`config.mk`:
```
export PLATFORM = sky130hd
export DESIGN_NAME = pot_smoother
export DESIGN_NICKNAME = d
export VERILOG_FILES = /design/src/rtl/pot_smoother.sv
export SDC_FILE = /design/constraint.sdc
export NUM_CORES = 1
export LEC_CHECK = 0
export CAP_MARGIN = 20
export CORE_MARGIN = 3
export CORE_UTILIZATION = 28
export CTS_CLUSTER_SIZE = 12
export DETAILED_ROUTE_END_ITERATION = 8
export SLEW_MARGIN = 20
export SYNTH_ARGS = -nofsm -noshare
export SYNTH_HDL_FRONTEND = slang
export SYNTH_SLANG_ARGS = --single-unit
```
`constraint.sdc`:
```
create_clock -name clk -period 7.3 [get_ports clk]
set_clock_uncertainty 0.15 [all_clocks]
set_input_delay 0.73 -clock clk [delete_from_list [all_inputs] [get_ports clk]]
set_output_delay 0.73 -clock clk [all_outputs]
set_load 0.02 [all_outputs]
```
`src/rtl/pot_smoother.sv`:
```
// pot_smoother
// Conditions the two-channel potentiometer ADC words before the frequency
// converter. Each conversion-valid rising edge (after synchronisation) pushes
// one sample per channel into a power-of-two ring buffer with a running sum.
// The average of the channel chosen by sel passes through a hysteresis filter
// to give a stable cutoff word plus a one-cycle change strobe.
//
// Ports:
//   clk        in   1           single 50 MHz clock, rising edge
//   reset_n    in   1           asynchronous active-low reset
//   adc_in     in   CHANNELS*N  packed pot words, channel c at [c*N +: N]
//   valid      in   1           conversion-ready level, asynchronous
//   sel        in   SW          channel select (0 = LPF pot, 1 = HPF pot), asynchronous
//   pot_out    out  N           smoothed, hysteresis-held word of selected channel
//   pot_strobe out  1           one-cycle pulse when pot_out takes a new value
//   primed     out  1           high once the first sample after reset is captured
module pot_smoother #(
    parameter int N        = 10,
    parameter int CHANNELS = 2,
    parameter int AVG_LOG2 = 3,
    parameter int HYST     = 4,
    localparam int SW      = (CHANNELS > 1) ? $clog2(CHANNELS) : 1
) (
    input  logic                  clk,
    input  logic                  reset_n,
    input  logic [CHANNELS*N-1:0] adc_in,
    input  logic                  valid,
    input  logic [SW-1:0]         sel,
    output logic [N-1:0]          pot_out,
    output logic                  pot_strobe,
    output logic                  primed
);

    localparam int          DEPTH   = 1 << AVG_LOG2;
    localparam int          SUMW    = N + AVG_LOG2;
    localparam logic [N-1:0] HYST_W  = N'(HYST);
    localparam logic [N-1:0] RAIL_HI = {N{1'b1}};

    typedef enum logic [0:0] {
        ST_UNPRIMED = 1'b0,
        ST_RUN      = 1'b1
    } state_t;

    logic                valid_meta_r, valid_sync_r, valid_d_r;
    logic [SW-1:0]       sel_meta_r, sel_sync_r, sel_d_r;
    logic                capture_s;
    logic                sel_chg_s;
    logic                cap_done_r;
    logic                primed_r;
    logic [AVG_LOG2-1:0] ptr_r;
    logic [N-1:0]        ring_r [CHANNELS][DEPTH];
    logic [SUMW-1:0]     sum_r  [CHANNELS];
    logic [N-1:0]        avg_s  [CHANNELS];
    logic [N-1:0]        avg_sel_s;
    logic [N-1:0]        diff_s;
    logic                hyst_upd_s;
    logic                rail_upd_s;
    state_t              state_r, state_nxt_s;
    logic [N-1:0]        pot_r, pot_nxt_s;
    logic                strobe_r, strobe_nxt_s;

    // Two-flop synchronisers for valid and sel, plus one delay stage each for edge/change detection.
    always_ff @(posedge clk or negedge reset_n) begin
        if (!reset_n) begin
            valid_meta_r <= 1'b0;
            valid_sync_r <= 1'b0;
            valid_d_r    <= 1'b0;
            sel_meta_r   <= '0;
            sel_sync_r   <= '0;
            sel_d_r      <= '0;
        end else begin
            valid_meta_r <= valid;
            valid_sync_r <= valid_meta_r;
            valid_d_r    <= valid_sync_r;
            sel_meta_r   <= sel;
            sel_sync_r   <= sel_meta_r;
            sel_d_r      <= sel_sync_r;
        end
    end

    // A held-high valid produces exactly one event; only the rising edge counts.
    assign capture_s = valid_sync_r & ~valid_d_r;
    assign sel_chg_s = (sel_sync_r != sel_d_r);

    // Capture stage: first sample floods the whole window so the average starts
    // at the real value; afterwards one shared pointer walks the ring.
    always_ff @(posedge clk or negedge reset_n) begin
        if (!reset_n) begin
            cap_done_r <= 1'b0;
            primed_r   <= 1'b0;
            ptr_r      <= '0;
            for (int c = 0; c < CHANNELS; c++) begin
                sum_r[c] <= '0;
                for (int d = 0; d < DEPTH; d++) begin
                    ring_r[c][d] <= '0;
                end
            end
        end else begin
            cap_done_r <= capture_s;
            if (capture_s) begin
                if (!primed_r) begin
                    primed_r <= 1'b1;
                    for (int c = 0; c < CHANNELS; c++) begin
                        sum_r[c] <= {adc_in[c*N +: N], {AVG_LOG2{1'b0}}};
                        for (int d = 0; d < DEPTH; d++) begin
                            ring_r[c][d] <= adc_in[c*N +: N];
                        end
                    end
                end else begin
                    ptr_r <= ptr_r + AVG_LOG2'(1);
                    for (int c = 0; c < CHANNELS; c++) begin
                        ring_r[c][ptr_r] <= adc_in[c*N +: N];
                        // Sum keeps AVG_LOG2 guard bits, so it can never overflow.
                        sum_r[c] <= sum_r[c] + SUMW'(adc_in[c*N +: N]) - SUMW'(ring_r[c][ptr_r]);
                    end
                end
            end
        end
    end

    // Per-channel truncated average and the selected one; out-of-range sel reads as zero.
    always_comb begin
        avg_sel_s = '0;
        for (int c = 0; c < CHANNELS; c++) begin
            avg_s[c]  = sum_r[c][SUMW-1:AVG_LOG2];
            avg_sel_s = (sel_sync_r == SW'(c)) ? avg_s[c] : avg_sel_s;
        end
    end

    assign diff_s     = (avg_sel_s >= pot_r) ? (avg_sel_s - pot_r) : (pot_r - avg_sel_s);
    assign hyst_upd_s = (diff_s > HYST_W);
    // Rails must stay reachable even when they lie inside the hysteresis band.
    assign rail_upd_s = ((avg_sel_s == {N{1'b0}}) || (avg_sel_s == RAIL_HI)) && (avg_sel_s != pot_r);

    // Output FSM next state: first capture, then sel change, then hysteresis update.
    always_comb begin
        state_nxt_s  = state_r;
        pot_nxt_s    = pot_r;
        strobe_nxt_s = 1'b0;
        case (state_r)
            ST_UNPRIMED: begin
                if (cap_done_r) begin
                    state_nxt_s  = ST_RUN;
                    pot_nxt_s    = avg_sel_s;
                    strobe_nxt_s = 1'b1;
                end else begin
                    state_nxt_s  = ST_UNPRIMED;
                end
            end
            ST_RUN: begin
                if (sel_chg_s) begin
                    pot_nxt_s    = avg_sel_s;
                    strobe_nxt_s = 1'b1;
                end else if (cap_done_r && (hyst_upd_s || rail_upd_s)) begin
                    pot_nxt_s    = avg_sel_s;
                    strobe_nxt_s = 1'b1;
                end else begin
                    pot_nxt_s    = pot_r;
                    strobe_nxt_s = 1'b0;
                end
            end
            default: begin
                state_nxt_s  = ST_UNPRIMED;
                pot_nxt_s    = '0;
                strobe_nxt_s = 1'b0;
            end
        endcase
    end

    // Output FSM state and registered outputs.
    always_ff @(posedge clk or negedge reset_n) begin
        if (!reset_n) begin
            state_r  <= ST_UNPRIMED;
            pot_r    <= '0;
            strobe_r <= 1'b0;
        end else begin
            state_r  <= state_nxt_s;
            pot_r    <= pot_nxt_s;
            strobe_r <= strobe_nxt_s;
        end
    end

    assign pot_out    = pot_r;
    assign pot_strobe = strobe_r;
    assign primed     = primed_r;

endmodule

```
# Word level (Yosys, flattened, before mapping)
# Index checks and enable logic that the tools add are counted.
# op_classes
addsub	7
n_lt_le_gt_ge	4
n_eq_ne	5
n_mux	23
bitwise	4
n_reduce_logical	8
# ops
cell	count
$bwmux W80	2
$mux W160	1
$mux W10	10
$bmux W10 S3	2
$demux W10 S3	1
$add A13 B10 Y13	2
$mux W26	1
$sub A13 B10 Y13	2
$pmux W10 S2	1
$sub A10 B10 Y10	2
$eq A10 B10 Y1 const B	1
$ge A10 B10 Y1	1
$gt A10 B3 Y1 const B	1
$logic_not A10 Y1	1
$ne A10 B10 Y1	1
$ge A4 B4 Y1 const B	1
$lt A4 B1 Y1 const B	1
$mux W1	4
$not A3 Y4	1
$reduce_and A2 Y1	2
$add A3 B1 Y3 const B	1
$logic_and A1 B1 Y1	3
$ne A3 B2 Y1 const B	1
$logic_or A1 B1 Y1	2
5 further kinds	6
# word_totals
register_bits	209
out_inout_bits	12
wordCells	81

# Logic depth before layout (Yosys ltp)
# Gate-level depths: netlist of the first run.
# depth
depth_word	9
depth_mapped	18
mapped_depth_nobuf	16

# Worst setup path after synthesis of the first run
# OpenSTA, ideal clock, no wires.
# synth_path
kind	reg2reg
startpoint	register ptr_r[0]
endpoint	register sum_r (netlist bit avg_s[9])
arrival_ns	3.934
required_ns	7.063
path_slack_ns	3.129
path_stages_with_launch	17
n_path_buf	2
path_cell_list	dfrtp_1 > clkbuf_1 > and3b_1 > clkbuf_1 > a22oi_1 > nand4_1 > fa_1 > inv_1 > fa_1 > a21o_1 > a21o_1 > a2111oi_2 > o31ai_1 > a2111oi_2 > o31ai_1 > nor2b_1 > o211ai_1
# synth_via
elab_chain_len	6
# synth_lines
item	line	text
start, declared	50	logic [AVG_LOG2-1:0] ptr_r;
start signal, assigned	110	ptr_r <= ptr_r + AVG_LOG2'(1);
$not A3 Y4 (implied by the code)	114	sum_r[c] <= sum_r[c] + SUMW'(adc_in[c*N +: N]) - SUMW'(ring_r[c][ptr_r]);
$bmux W10 S3	114	
$mux W10 (implied by the code) (2 in a row)	114	
$sub A13 B10 Y13	114	
$mux W26	101	if (!primed_r) begin
end signal, assigned by index	104	sum_r[c] <= {adc_in[c*N +: N], {AVG_LOG2{1'b0}}};
end signal, assigned by index	114	
end, declared	52	logic [SUMW-1:0] sum_r [CHANNELS];
# Every way passes these cells. The select of a mux whose other input is x is not followed.
# A chain may end at the register's enable or synchronous reset.

# Final worst setup path of the first run
# Same ends and word-level chain as after synthesis.

==> results.toml, run 1 <==
[floorplanning]
floorplan.initialDensity_pct = 28.4
fp.dieArea_sq_um = 44000
fp.dieW_microns = 210
fp.dieH_microns = 210
core.rowCount = 74
coreArea_sq_um = 40900
top_ports = 36

[global_route]
grt_antenna_before_repair = 0
gr_util_all_layers_pct = 13.3
grt_overflow = 0
grt_max_degree = 75
grt_pass1_wl_microns = 46700
first_global_vias = 8397

[cts]
clkSinkCount = 209
postCtsSetupRepairBufs = 0
clk_transition_reported_paths_ns = 0.06
ctsHoldBuffers = 0
tritoncts = "done"
clock_tree.htree_level_count = 1
cts.root.buffer_cell = "clkbuf_16"
clk-insertion-delay-late_ns = 0.53
post_cts_resized = 0
cts_buffers = 24
clockBufferDepth = 3

[place]
hpwlAfterDp_microns = 19800
place_inst = 1570
port_buffers = 35
area_post_placement_sq_um = 12600
finalWeightedCongestion = 0.810

[detailed_routing]
postRouteWirelength_microns = 29300
drt_iter0_markers = 538
drc = 0
post_drt_wl_per_cell_microns = 18.2
firstDrtPassIters = 5
final_antenna_net_count = 0
detailroute.via_count = 8070
viasPerCell = 5.01

[worst_setup_path]
timing.critical_path.max_delay_family = "compound AO/OA/AOI/OAI gates"
slack_of_the_worst_reg_to_reg_path_ns = 2.52
critical_path.n_buffers_inverters = 2
timing.critical_path.required_ns = 7.60
critical_r2r_capture = "avg_s[9]$_DFFE_PN0P_"
cp-end-kind = "flip-flop"
timing.critical_path.from_type = "flip-flop"
cp-startpoint = "ptr_r[0]$_DFFE_PN0P_"
critPathMaxFanout = 12
worst-endpoint-arrival_ns = 5.08
r2r_cell_count = 14
timing.critical_path.cells = "nor3_2, buf_4, a22oi_1, nand4_1, fa_1, inv_1, ha_1, a21o_1, a2111oi_2, o31ai_1, a2111oi_2, o31ai_1, nor2b_1, o211ai_1"
timing.rr.start = "ptr_r[0]$_DFFE_PN0P_"
crit_type = "reg2reg"
critical_path.slowest_cell = "nor3_2"
critPathMaxStageDelay_ns = 0.90

[final_layout]
final_net_count = 1156
multi_input_area_sq_um = 5750
final.fill_count = 4138
synthToLayoutAreaGrowth_pct = 15.1
finish.cell_count_without_fillers = 1610
layout-drive-gt1-share_pct = 22.2
final_core_utilization_pct = 32.7
antenna-diode-count = 0
register_area_sq_um = 5230
final_design_area_no_fill_sq_um = 13400

[logic_synthesis]
syn_avg_cell_area_sq_um = 11.1
synth_edf_count = 0
syn_inst = 1048
seq_total_area_yosys_pct = 44.9
synth.net_count = 1140
yosysWarningCount = 0
yosys.cell_types.count = 58
synth_seq_cells = 209
synth-async-reset-ratio_pct = 100
synth_top_flop_cell = "dfrtp_1"
netlist_area_sq_um = 11600

[timing]
timing.fmax_mhz = 209
period_share_pct = 65.5
grt_setup_unrepaired = "false"
hold_violations = 0
worst_pin_slew_ns = 1.06
fin_setup_tns_ns = 0
slew_headroom_pct = 28.9
final_period_minus_worst_setup_slack_ns = 4.78
maxSlewViolCount = 0
final-setup-viol-count = 0

[min_path]
min_path_type = "in2async"

[flow_run]
cap_violations = 0

[outcome]
status = "finished clean"
==> final cells by class <==
class	instances	share of cell area [%]
Clock buffer	33	5.19
Clock inverter	7	0.710
Inverter	118	3.31
Multi-Input combinational cell	655	42.9
Sequential cell	209	39.1
Tap cell	532	4.97
Timing Repair Buffer	56	3.82
==> cells in the final DEF, fill, tap and decap left out, drive strengths merged, types with 5 or more instances in the layout <==
cell type,instances
dfrtp,209
mux2,161
inv,117
a22oi,81
a21oi,49
ha,46
mux2i,38
o21ai,38
clkdlybuf4s50,34
clkbuf,34
nand2,32
nand4,24
fa,22
buf,21
xnor2,17
nor2,16
a21o,15
nor3,15
nand3,11
nand2b,9
nor4,7
and3,6
xor2,6
a211oi,6
nor2b,5
o31ai,5
a2111oi,5
clkinv,5
==> synthesized netlist by cell type, types with 16 or more instances <==
master | count | share of area (%)
a21oi_1 | 48 | 2.1
a22oi_1 | 80 | 5.2
buf_1 | 19 | 0.61
clkbuf_1 | 43 | 1.4
dfrtp_1 | 209 | 45
fa_1 | 22 | 3.8
ha_1 | 46 | 4.9
inv_1 | 116 | 3.7
mux2_2 | 152 | 15
mux2i_1 | 38 | 3.3
nand2_1 | 32 | 1.0
nand4_1 | 24 | 1.3
nor2_1 | 16 | 0.52
o21ai_0 | 23 | 0.99
xnor2_1 | 17 | 1.3
==> state kept, by name, summed over array words and instances (netlist names) <==
| signal | flops |
|---|---|
| state_r | 1 |
| primed | 1 |
| pot_out | 10 |
| pot_strobe | 1 |
| valid_meta_r | 1 |
| sum_r | 6 |
| avg_s | 20 |
| sel_d_r | 1 |
| cap_done_r | 1 |
| ring_r | 160 |
| valid_sync_r | 1 |
| sel_meta_r | 1 |
| ptr_r | 3 |
| sel_sync_r | 1 |
| valid_d_r | 1 |
==> worst max-delay path by stage <==
| stage | end | cells after the start | slack, ns |
|---|---|---|---|
| finish | avg_s[9]$_DFFE_PN0P_ | 14 | 2.52 |
| global route | avg_s[9]$_DFFE_PN0P_ | 14 | 2.23 |
| CTS | avg_s[9]$_DFFE_PN0P_ | 14 | 2.56 |
| detailed placement | avg_s[9]$_DFFE_PN0P_ | 13 | 2.57 |
| global placement | avg_s[9]$_DFFE_PN0P_ | 13 | 2.63 |
| floorplan | avg_s[9]$_DFFE_PN0P_ | 16 | 3.13 |
==> metrics by stage <==
step	hold slack (ns)	setup slack [ns]
floorplan	0.181	3.13
global placement	0.184	2.63
detailed placement	0.187	2.57
CTS	0.0892	2.56
global route	0.111	2.23
finish	0.0722	2.52
==> kinds of logic (layout without fill, tap and decap cells) <==
group                    after synthesis  count (layout)  synth area share [%]
AND/OR/NAND/NOR                      144             144                  6.64
XOR/XNOR                              23              23                  1.73
buffers and inverters                184             214                  6.11
flip-flops                           209             209                  44.9
multiplexers                         199             199                  18.8
AO/OA/AOI/OAI                        221             221                  13.0
adder cells (fa/ha/maj)               68              68                  8.73
==> layer usage <==
layer | up-vias | track usage (%) | routed length (microns)
li1 | 3753 | - | -
met1 | 4099 | 17.7 | 13400
met2 | 174 | 21.9 | 13800
met3 | 44 | 2.29 | 1320
met4 | 0 | 4.41 | 816
met5 | - | 0 | 0
Power of run 1 is left out: the tool's default activity adds up to more than one toggle a clock period on the data nets, which glitch-free logic cannot reach.
==> run 2: changes to the inputs <==
- clock period: 7.3 -> 4.1 ns (I/O delays scaled with it)
==> run 2 against run 1 <==
Compared with the run above:
- the flow now finishes with violations (setup timing)
- register-to-register slack got worse by 2.6 ns
- critical path depth increased by 2
- global-route usage increased by 0.78 points
- utilization increased by 2.7 points
- cell count increased by 6.5%
- sequential share of layout area decreased by 2.9 points
- worst setup slack got worse by 2.6 ns
- fmax increased by 15%
- worst hold slack improved by 0.084 ns
- first-iteration DRC count decreased by 6.7%
- sequential cell count unchanged
- critical endpoint is now avg_s[19]$_DFFE_PN0P_
- highest routed layer unchanged
==> results.toml, run 2 (same netlist as run 1, synthesis figures left out) <==
[detailed_routing]
postRouteWirelength_microns = 31400
drt_iter0_markers = 502
drc = 0
viasPerCell = 4.98
detailroute.via_count = 8539
post_drt_wl_per_cell_microns = 18.3
firstDrtPassIters = 5
final_antenna_net_count = 0

[final_layout]
largest-register = "ring_r"
layout.cells.most_common = "dfrtp_1"
layout-drive-gt1-share_pct = 31.5
final_core_utilization_pct = 35.4
antenna-diode-count = 0
number_of_flip_flops_in_the_largest_register = 160
synthToLayoutAreaGrowth_pct = 24.5
most_frequent_cells_in_the_layout = "dfrtp_1 (205), mux2_2 (152), inv_1 (113)"
final_net_count = 1258

[worst_setup_path]
timing.critical_path.max_delay_family = "compound AO/OA/AOI/OAI gates"
critical_r2r_capture = "avg_s[19]$_DFFE_PN0P_"
r2r_cell_count = 16
timing.critical_path.mode_cell = "buf_4"
timing.critical_path.cells = "buf_4, nor3b_4, buf_4, buf_4, a22oi_1, nand4_1, fa_1, inv_1, ha_1, a21o_1, a2111oi_4, o31ai_2, a2111o_1, and3_4, nor3_1, nand3b_1"
critPathMaxStageDelay_ns = 0.45
timing.rr.start = "ptr_r[1]$_DFFE_PN0P_"
worst-endpoint-arrival_ns = 4.46
timing.critical_path.from_type = "flip-flop"
cp-end-kind = "flip-flop"
critical_path.slowest_cell = "dfrtp_2"
cp-startpoint = "ptr_r[1]$_DFFE_PN0P_"
critical_path.n_buffers_inverters = 4
slack_of_the_worst_reg_to_reg_path_ns = -0.04
critPathMaxFanout = 8
crit_type = "reg2reg"
timing.critical_path.required_ns = 4.42

[timing]
slew_headroom_pct = 37.3
grt_setup_unrepaired = "true"
final-setup-viol-count = 2
maxSlewViolCount = 0
final.hold.worst_slack_ns = 0.156
hold_violations = 0
final_period_minus_worst_setup_slack_ns = 4.14
period_share_pct = 101
timing.fmax_mhz = 241
setup_ws_ns = -0.0425
worst_pin_slew_ns = 0.940

[global_route]
grt_overflow = 0
first_global_vias = 8778
grt_antenna_before_repair = 0
grt_max_degree = 111
grt_pass1_wl_microns = 49500
gr_util_all_layers_pct = 14.0

[floorplanning]
fp.dieH_microns = 210
core.rowCount = 74
coreArea_sq_um = 40900
fp.dieW_microns = 210
floorplan.initialDensity_pct = 28.4
fp.dieArea_sq_um = 44000
top_ports = 36

[cts]
clockBufferDepth = 3
clock_tree.htree_level_count = 1
cts.root.buffer_cell = "clkbuf_16"
clkSinkCount = 209
cts_buffers = 25
tritoncts = "done"
clk_transition_reported_paths_ns = 0.06
clk-insertion-delay-late_ns = 0.54

[min_path]
min_path_cells = 1
min_path_type = "in2reg"
timing.hold.worst.start = "valid"
holdPathEnd = "valid_meta_r$_DFF_PN0_"

[place]
dp_slack_ns = -0.238
hpwlAfterDp_microns = 22600
finalWeightedCongestion = 0.866
port_buffers = 35

[outcome]
failed_checks = "setup timing"
status = "finished, violations left"

[flow_run]
cap_violations = 0
[run 2: cell types whose count changed in the layout (fill, tap and decap cells not counted), moves of 4 or more]
cell / change
buf_4: +88
a22oi_1: -10
a22oi_2: +10
buf_6: +8
buf_12: +4
[run 2: worst max-delay path by stage]
| stage | cells past startpoint | end |
|---|---|---|
| floorplan | 16 | avg_s[9]$_DFFE_PN0P_ |
| global placement | 17 | avg_s[19]$_DFFE_PN0P_ |
| detailed placement | 17 | avg_s[19]$_DFFE_PN0P_ |
| CTS | 15 | avg_s[19]$_DFFE_PN0P_ |
| global route | 16 | avg_s[9]$_DFFE_PN0P_ |
| finish | 16 | avg_s[19]$_DFFE_PN0P_ |
[run 2: timing repair]
item	in CTS	in global routing
buffers inserted	2	10
resized for setup	10	36
pin swaps	8	25
endpoints found under the setup margin	2	4
hold buffers	1	0
endpoints found under the hold margin	107	0
[run 2: area by class of cell]
cell class	count	area, sq um
sequential	209	5240
clock inverter	9	164
inverter	118	443
tap	532	666
multi-input combinational	655	5910
fill	4042	26400
timing repair buffer	157	1350
clock buffer	34	719
[run 2: layer usage]
layer  share of wire (%)  track usage (%)  up-vias
met1                  46             19.6     4322
met2                  46             22.3      206
met3                 3.9             1.87       59
met5                   0                0        -
li1                    -                -     3952
met4                 3.6             5.20        0
[run 2: stage by stage]
stage / instances / setup TNS, ns / area [sq um]
2_1_floorplan: 1048 / 0 / 11600
3_3_place_gp: 1658 / -0.275 / 13300
3_5_place_dp: 1658 / -0.455 / 13300
4_1_cts: 1704 / 0 / 14200
5_1_grt: 1714 / -0.438 / 14500
6_report: 1714 / -0.0834 / 14500
Power of run 2 is left out for the same reason.
==> run 3: changes to the inputs <==
- ABC_AREA: unset -> 1
- CTS_CLUSTER_DIAMETER: unset -> 60
==> run 3 against run 2 <==
Compared with the run above:
- the flow now finishes without violations
- cell count grew 14%
- sequential share of layout area up 2.6 points
- clock-buffer cell count is 6 lower
- critical path depth is 2 higher
- final area shrank 6.8%
- area after synthesis shrank 2.0%
- register-to-register slack improved by 0.29 ns
- sequential cell count unchanged
- non-clock buffer count is 69 lower
- utilization fell by 1.7 points
==> results.toml, run 3 <==
[outcome]
status = "finished clean"

[timing]
slew_headroom_pct = 36.6
maxSlewViolCount = 0
timing.fmax_mhz = 260
final_period_minus_worst_setup_slack_ns = 3.85
fin_setup_tns_ns = 0
grt_setup_unrepaired = "false"
hold_violations = 0
period_share_pct = 93.9
worst_pin_slew_ns = 0.952
final-setup-viol-count = 0

[logic_synthesis]
seq_total_area_yosys_pct = 45.9
syn_inst = 1362
yosys.cell_types.count = 39
syn_avg_cell_area_sq_um = 8.37
synth_edf_count = 0
netlist_area_sq_um = 11400
yosysWarningCount = 0
synth.net_count = 1454
synth_seq_cells = 209
synth_top_cell_area_share_pct = 45.9
synth_top_flop_cell = "dfrtp_1"
synth_top_cells_by_count = "nand2_1 (337), o21ai_0 (218), dfrtp_1 (209), inv_1 (137), nand3_1 (56)"
netlist_top_cells_area = "dfrtp_1 (46%), nand2_1 (11%), o21ai_0 (9.6%)"
synthMostInstantiatedCell = "nand2_1"
synth-async-reset-ratio_pct = 100
yosys.area.top_type = "dfrtp_1"

[floorplanning]
fp.dieArea_sq_um = 43200
floorplan.initialDensity_pct = 28.5
fp.dieW_microns = 208
fp.dieH_microns = 208
top_ports = 36
core.rowCount = 73
coreArea_sq_um = 40000

[global_route]
grt_max_degree = 113
first_global_vias = 9511
grt_antenna_before_repair = 0
grt_pass1_wl_microns = 52000
grt_overflow = 0
gr_util_all_layers_pct = 14.6

[cts]
clkSinkCount = 209
tritoncts = "done"
clock_tree.htree_level_count = 1
clockBufferDepth = 3
cts_buffers = 25
cts.root.buffer_cell = "clkbuf_16"
clk-insertion-delay-late_ns = 0.53
clk_transition_reported_paths_ns = 0.06

[place]
finalWeightedCongestion = 0.894
area_post_placement_sq_um = 12700
hpwlAfterDp_microns = 22800
port_buffers = 35
place_inst = 1908

[final_layout]
final.fill_count = 4152
register_area_sq_um = 5230
number_of_flip_flops_in_the_largest_register = 160
finish.cell_count_without_fillers = 1948
largest-register = "ring_r"
synthToLayoutAreaGrowth_pct = 18.4
layout-drive-gt1-share_pct = 11.0
final_net_count = 1504
final_design_area_no_fill_sq_um = 13500
most_frequent_cells_in_the_layout = "nand2_1 (337), o21ai_0 (210), dfrtp_1 (209)"
layout.cells.most_common = "nand2_1"
multi_input_area_sq_um = 5410
antenna-diode-count = 0

[worst_setup_path]
timing.critical_path.from_type = "flip-flop"
timing.critical_path.required_ns = 4.39
crit_type = "reg2reg"
worst-endpoint-arrival_ns = 4.14
cp-end-kind = "flip-flop"
critPathMaxFanout = 19

[detailed_routing]
drc = 0
drt_iter0_markers = 724
postRouteWirelength_microns = 31900
firstDrtPassIters = 5
detailroute.via_count = 9482
final_antenna_net_count = 0
post_drt_wl_per_cell_microns = 16.4
viasPerCell = 4.87

[flow_run]
cap_violations = 0

[min_path]
min_path_type = "in2reg"
[run 3: logic make-up after synthesis]
| logic type | after synthesis | synth area share (%) |
|---|---|---|
| buf+inv | 220 | 7.54 |
| flops | 209 | 45.9 |
| compound gates | 353 | 17.6 |
| simple gates | 487 | 18.1 |
| xor+xnor | 25 | 1.92 |
| fa+ha+maj | 68 | 8.91 |
[run 3: worst paths after layout]
kind                                             start                     end  slack, ns  cells after the start
worst max-delay path              ptr_r[0]$_DFFE_PN0P_    avg_s[7]$_DFFE_PN0P_       0.25                     18
worst min-delay path                             valid  valid_meta_r$_DFF_PN0_       0.17                      1
worst max register to register    ptr_r[0]$_DFFE_PN0P_    avg_s[7]$_DFFE_PN0P_       0.25                     18
worst min register to register  valid_meta_r$_DFF_PN0_  valid_sync_r$_DFF_PN0_       0.19                      0
max in group asynchronous                      reset_n  ring_r[26]$_DFFE_PN0P_       2.47                      3
min in group asynchronous                      reset_n  ring_r[81]$_DFFE_PN0P_       0.44                      2
[run 3: per-layer routing]
metal	up-vias	GRT usage [%]	routed length, microns
met2	250	24.1	14700
li1	4613	-	-
met4	0	3.09	518
met3	42	2.07	1690
met5	-	0	0
met1	4577	20.7	15000
[run 3: final cells by class]
type / instances / area share, %
timing repair buffer: 88 / 6.15
clock inverter: 10 / 0.936
inverter: 155 / 4.39
multi-input combinational: 933 / 40.1
sequential: 209 / 38.8
tap: 525 / 4.87
clock buffer: 28 / 4.79
[run 3: what timing repair did]
item / in CTS / in global routing
resized for setup: 0 / 6
hold endpoints to repair: 109 / 0
setup endpoints to repair: 0 / 4
buffers inserted: 0 / 1
hold buffers: 1 / 0
[run 3: worst max-delay path: stages, from the launching register on]
cell	delay, ns
dfrtp_1	0.40
buf_4	0.18
clkinvlp_4	0.13
nor3_2	0.08
buf_12	0.16
a22o_1	0.20
a21oi_1	0.21
nand4_1	0.17
fa_1	0.52
inv_1	0.07
fa_1	0.47
nand3_1	0.09
nand2_1	0.14
a21oi_2	0.20
o21bai_1	0.09
or2_2	0.27
nand3_1	0.07
o211ai_1	0.08
o21ai_0	0.08
[run 3: per-stage QoR]
step | hold slack, ns | worst slack [ns] | utilization (%)
floorplan | -0.0356 | 0.643 | -
global placement | 0.185 | 0.138 | 31.7
detailed placement | 0.189 | 0.107 | 31.7
CTS | 0.150 | 0.0775 | 33.7
global route | 0.167 | 0.0214 | 33.7
finish | 0.172 | 0.250 | 33.7
Power of run 3 is left out for the same reason.
==> RTL edit 1: new RTL, config.mk and constraints of run 2 <==
`AVG_LOG2`: 3 -> 5.
--- a/src/rtl/pot_smoother.sv
+++ b/src/rtl/pot_smoother.sv
@@ -19,3 +19,3 @@
     parameter int CHANNELS = 2,
-    parameter int AVG_LOG2 = 3,
+    parameter int AVG_LOG2 = 5,
     parameter int HYST     = 4,
Behaviour: no difference found for any inputs over 4 cycles, from zero or initial values and one cycle with reset_n low; that may be too few to reach the edited logic, so the function may still have changed.
==> RTL edit 1 against run 2 <==
- the run still ends with setup timing left
- wire length grew to 3.2 times the old value
- setup slack worse by 0.42 ns
- sequential share of layout area is 5.3 points higher
- synthesized area grew to 3.0 times the old value
- core utilization is 0.63 points lower
- sequential cell count is 486 higher
- critical path depth is 1 higher
- cell area grew to 2.9 times the old value
- via count grew to 2.6 times the old value
- die area grew to 2.9 times the old value
- critical path type unchanged
==> RTL edit 1: results (changes against run 2) <==
[global_route]
first_global_vias = 22700  ; +160%
gr-usage-all-layers_pct = 15.8  ; +1.7 points
grt_max_degree = 122  ; +9.9%
grt_pass1_wl_mm = 152  ; +210%

[status]
violations = setup timing
status = complete, but fails checks

[timing]
slew_headroom_pct = 41.4  ; +4.1 points
tns_ns = -3.14  ; -3.06 ns
fin_ws_ns = -0.460  ; -0.418 ns
setup_violations = 12  ; +10

[place]
place_congestion = 0.867  ; +0.14%

[clock_network]
numCtsBuffers = 73  ; +190%
htree_levels = 3  ; +2
clkLatencyLatePin_ns = 0.62  ; +0.08 ns

[setup_path]
r2r_end = avg_s[19]
r2r-start = ptr_r[0]
critical_path.max_fanout = 6  ; -2
slowest_delay_ns = 0.60  ; +0.15 ns
rr_worst_depth = 17  ; +1
slowest_stage = fa_1

[finish]
layout.nets = 2777  ; +120%
drive_gt1_share_pct = 49.1  ; +18 points
largest_reg_flops = 640  ; +300%

[synthesis]
syn_nets = 2594  ; +130%
synth_commonest_cells = dfrtp_1, mux2_2, mux4_2

[detailed_routing]
drtPass1Iterations = 5  ; unchanged
dr_total_vias = 22000  ; +160%
drt-wirelength-per-cell_um = 23.2  ; +26%
first_iter_violations = 1743  ; +250%

[min_path]
hold_path_end = valid_meta_r

[RTL edit 1: changes by cell type after synthesis, moves of 12 or more]
cell | run 2 | this run
mux2i_1 | 38 | 12
a21oi_1 | 48 | 62
clkbuf_1 | 43 | 130
buf_2 | 1 | 61
mux4_2 | 0 | 160
nand2_1 | 32 | 81
nor2_1 | 16 | 32
nand3_1 | 11 | 33
o21ai_0 | 23 | 48
a31oi_1 | 3 | 15
dfrtp_1 | 209 | 695
mux2_2 | 152 | 642
[RTL edit 1: area by class of cell]
cell class | count | area [µm²]
flip-flops and latches | 695 | 17400
repair buffers | 330 | 3330
multi-input cells | 1458 | 16500
well taps | 1612 | 2020
clock inverters | 5 | 60.1
inverters | 120 | 450
fillers | 11700 | 78800
clock buffers | 116 | 2220
diodes | 1 | 2.50
[RTL edit 1: layer usage]
layer / up-vias / global-route usage (%) / part of all wire (%)
li1: 9492 / - / -
met1: 11800 / 22.1 / 45
met2: 592 / 25.2 / 47
met3: 168 / 2.24 / 4.9
met4: 0 / 5.07 / 3.4
met5: - / 0 / 0
[RTL edit 1: logic make-up after synthesis]
family	share of synthesized area, %
simple gates	3.38
fa+ha+maj	3.21
buf+inv	4.10
mux	31.9
compound gates	5.83
xor+xnor	0.918
flops	50.7
[RTL edit 1: through the flow]
stage | hold slack (ns) | instances | worst slack (ns) | cell area, µm² | utilization [%]
floorplan | -0.0356 | 2495 | 0.00576 | 34500 | -
global placement | 0.184 | 4168 | -0.607 | 38500 | 31.9
detailed placement | 0.197 | 4168 | -0.584 | 38500 | 31.9
CTS | 0.105 | 4316 | -0.410 | 41500 | 34.4
global route | 0.116 | 4336 | -0.539 | 42000 | 34.8
finish | 0.138 | 4337 | -0.460 | 42000 | 34.8
[RTL edit 1: timing repair]
action / 4_1_cts / 5_1_grt
cloned: 2 / 1
hold buffers: 1 / 0
pin swaps: 23 / 55
setup endpoints to repair: 19 / 21
hold endpoints to repair: 49 / 0
buffers inserted: 24 / 22
gates resized for setup: 72 / 62
[RTL edit 1: how the worst max path moves through the flow]
stage	endpoint	from	depth (start not counted)
after floorplan	avg_s[19]	ptr_r[0]	16
after detailed placement	avg_s[19]	ptr_r[0]	16
after global routing	avg_s[19]	ptr_r[0]	17
after global placement	avg_s[19]	ptr_r[0]	16
after CTS	avg_s[19]	ptr_r[0]	18
final	avg_s[19]	ptr_r[0]	17
[RTL edit 1: power groups by stage]
stage               registers [mW]  logic [mW]  clock network [mW]
floorplan                     10.2        11.9                   0
global placement              10.6        17.1                   0
detailed placement            10.6        17.2                   0
CTS                           10.5        18.7                6.65
global route                  10.8        21.8                6.90
finish                        10.6        20.2                6.46
==> RTL edit 2: new RTL, config.mk and constraints of run 2 <==
Made on the original files. Remove the register `strobe_r`: a continuous assignment takes its place, so the output `pot_strobe` follows one clock earlier.
--- a/src/rtl/pot_smoother.sv
+++ b/src/rtl/pot_smoother.sv
@@ -174,3 +174,2 @@
             pot_r    <= '0;
-            strobe_r <= 1'b0;
         end else begin
@@ -178,5 +177,6 @@
             pot_r    <= pot_nxt_s;
-            strobe_r <= strobe_nxt_s;
         end
     end
+
+    assign strobe_r = strobe_nxt_s;
 
Formal check against the unedited RTL: not equivalent (Yosys sat finds a counterexample within 4 cycles, from zero or initial values and one cycle with reset_n low).
==> RTL edit 2 against run 2 <==
- the run still ends with setup timing left
- synthesized cell count about the same
- synthesized area down 0.22%
- setup slack worse by 0.14 ns
- cell area up 0.31%
- sequential cell count down 1
- core utilization up 0.60 points
- wire length up 1.8%
- final cell count up 0.29%
- via count down 0.57%
- critical endpoint unchanged
Power is left out: the tool's default activity adds up to more than one toggle a clock period on the data nets, which glitch-free logic cannot reach.
==> RTL edit 2: results (changes against run 2) <==
[timing]
slew_headroom_pct = 51.5  ; +14 points
fin_ws_ns = -0.178  ; -0.135 ns
setup_violations = 3  ; +1

[place]
place_congestion = 0.897  ; +3.6%
preCtsSetupSlack_ns = -0.260  ; -0.0220 ns
place_hpwl_mm = 23.2  ; +2.9%

[status]
status = complete, but fails checks
violations = setup timing

[clock_network]
cts_setup_buffers = 14  ; +12
numCtsBuffers = 23  ; -8.0%
cts_resized = 33  ; +23

[detailed_routing]
drt-wirelength-per-cell_um = 18.6  ; +1.5%
drtPass1Iterations = 7  ; +2
dr_total_vias = 8490  ; -0.57%

[finish]
seq_cell_count = 208  ; -0.48%
buffer_area_share_pct = 10.2  ; +0.83 points
seq_area_um2 = 5210  ; -0.45%
n_all_buffers = 175  ; +11%
fillCellCount = 3984  ; -1.4%
multi_input_area_um2 = 5990  ; +1.5%
clock_area_share_pct = 5.15  ; -0.95 points
layout.nets = 1273  ; +1.2%
num-clock-buffers = 33  ; -2.9%
drive_gt1_share_pct = 33.2  ; +1.8 points

[setup_path]
r2r-start = ptr_r[2]
slowest_stage = dfrtp_2
critical_path.max_fanout = 7  ; -1
rr_worst_depth = 18  ; +2
crit_arrival_ns = 4.58  ; +0.12 ns

[synthesis]
syn_nets = 1139  ; -0.088%
synth_commonest_cells = dfrtp_1, mux2_2, inv_1
synth-adder-area-share_pct = 8.75  ; +0.019 points
synth_mux_area_share_pct = 18.9  ; +0.041 points
synth_seq_area_share_pct = 44.8  ; -0.12 points
synthTopCellsByArea = dfrtp_1, mux2_2, a22oi_1
synth_xor_xnor_area_share_pct = 1.73  ; +0.0037 points
synth_compound_area_share_pct = 13.0  ; +0.028 points

[global_route]
grt_max_degree = 78  ; -30%
first_global_vias = 8826  ; +0.55%
grt_pass1_wl_mm = 51.0  ; +3.0%

[RTL edit 2: cell types whose count changed after synthesis, sizes merged]
cell / change
dfrtp: -1
[RTL edit 2: stage by stage]
stage	instances	instance area (µm²)	TNS (ns)	hold WS, ns
4_1_cts	1712	14300	-0.163	0.152
2_1_floorplan	1047	11600	0	-0.0356
5_1_grt	1719	14500	-1.02	0.158
3_5_place_dp	1659	13300	-0.507	0.191
3_3_place_gp	1659	13300	-0.331	0.185
6_report	1719	14500	-0.348	0.177
[RTL edit 2: metal layers]
| layer | vias to the layer above | share of wire, % | global-route usage, % |
|---|---|---|---|
| met1 | 4293 | 48 | 20.6 |
| met5 | - | 0 | 0 |
| li1 | 3981 | - | - |
| met4 | 0 | 2.3 | 3.74 |
| met2 | 177 | 45 | 23.1 |
| met3 | 39 | 4.2 | 2.36 |
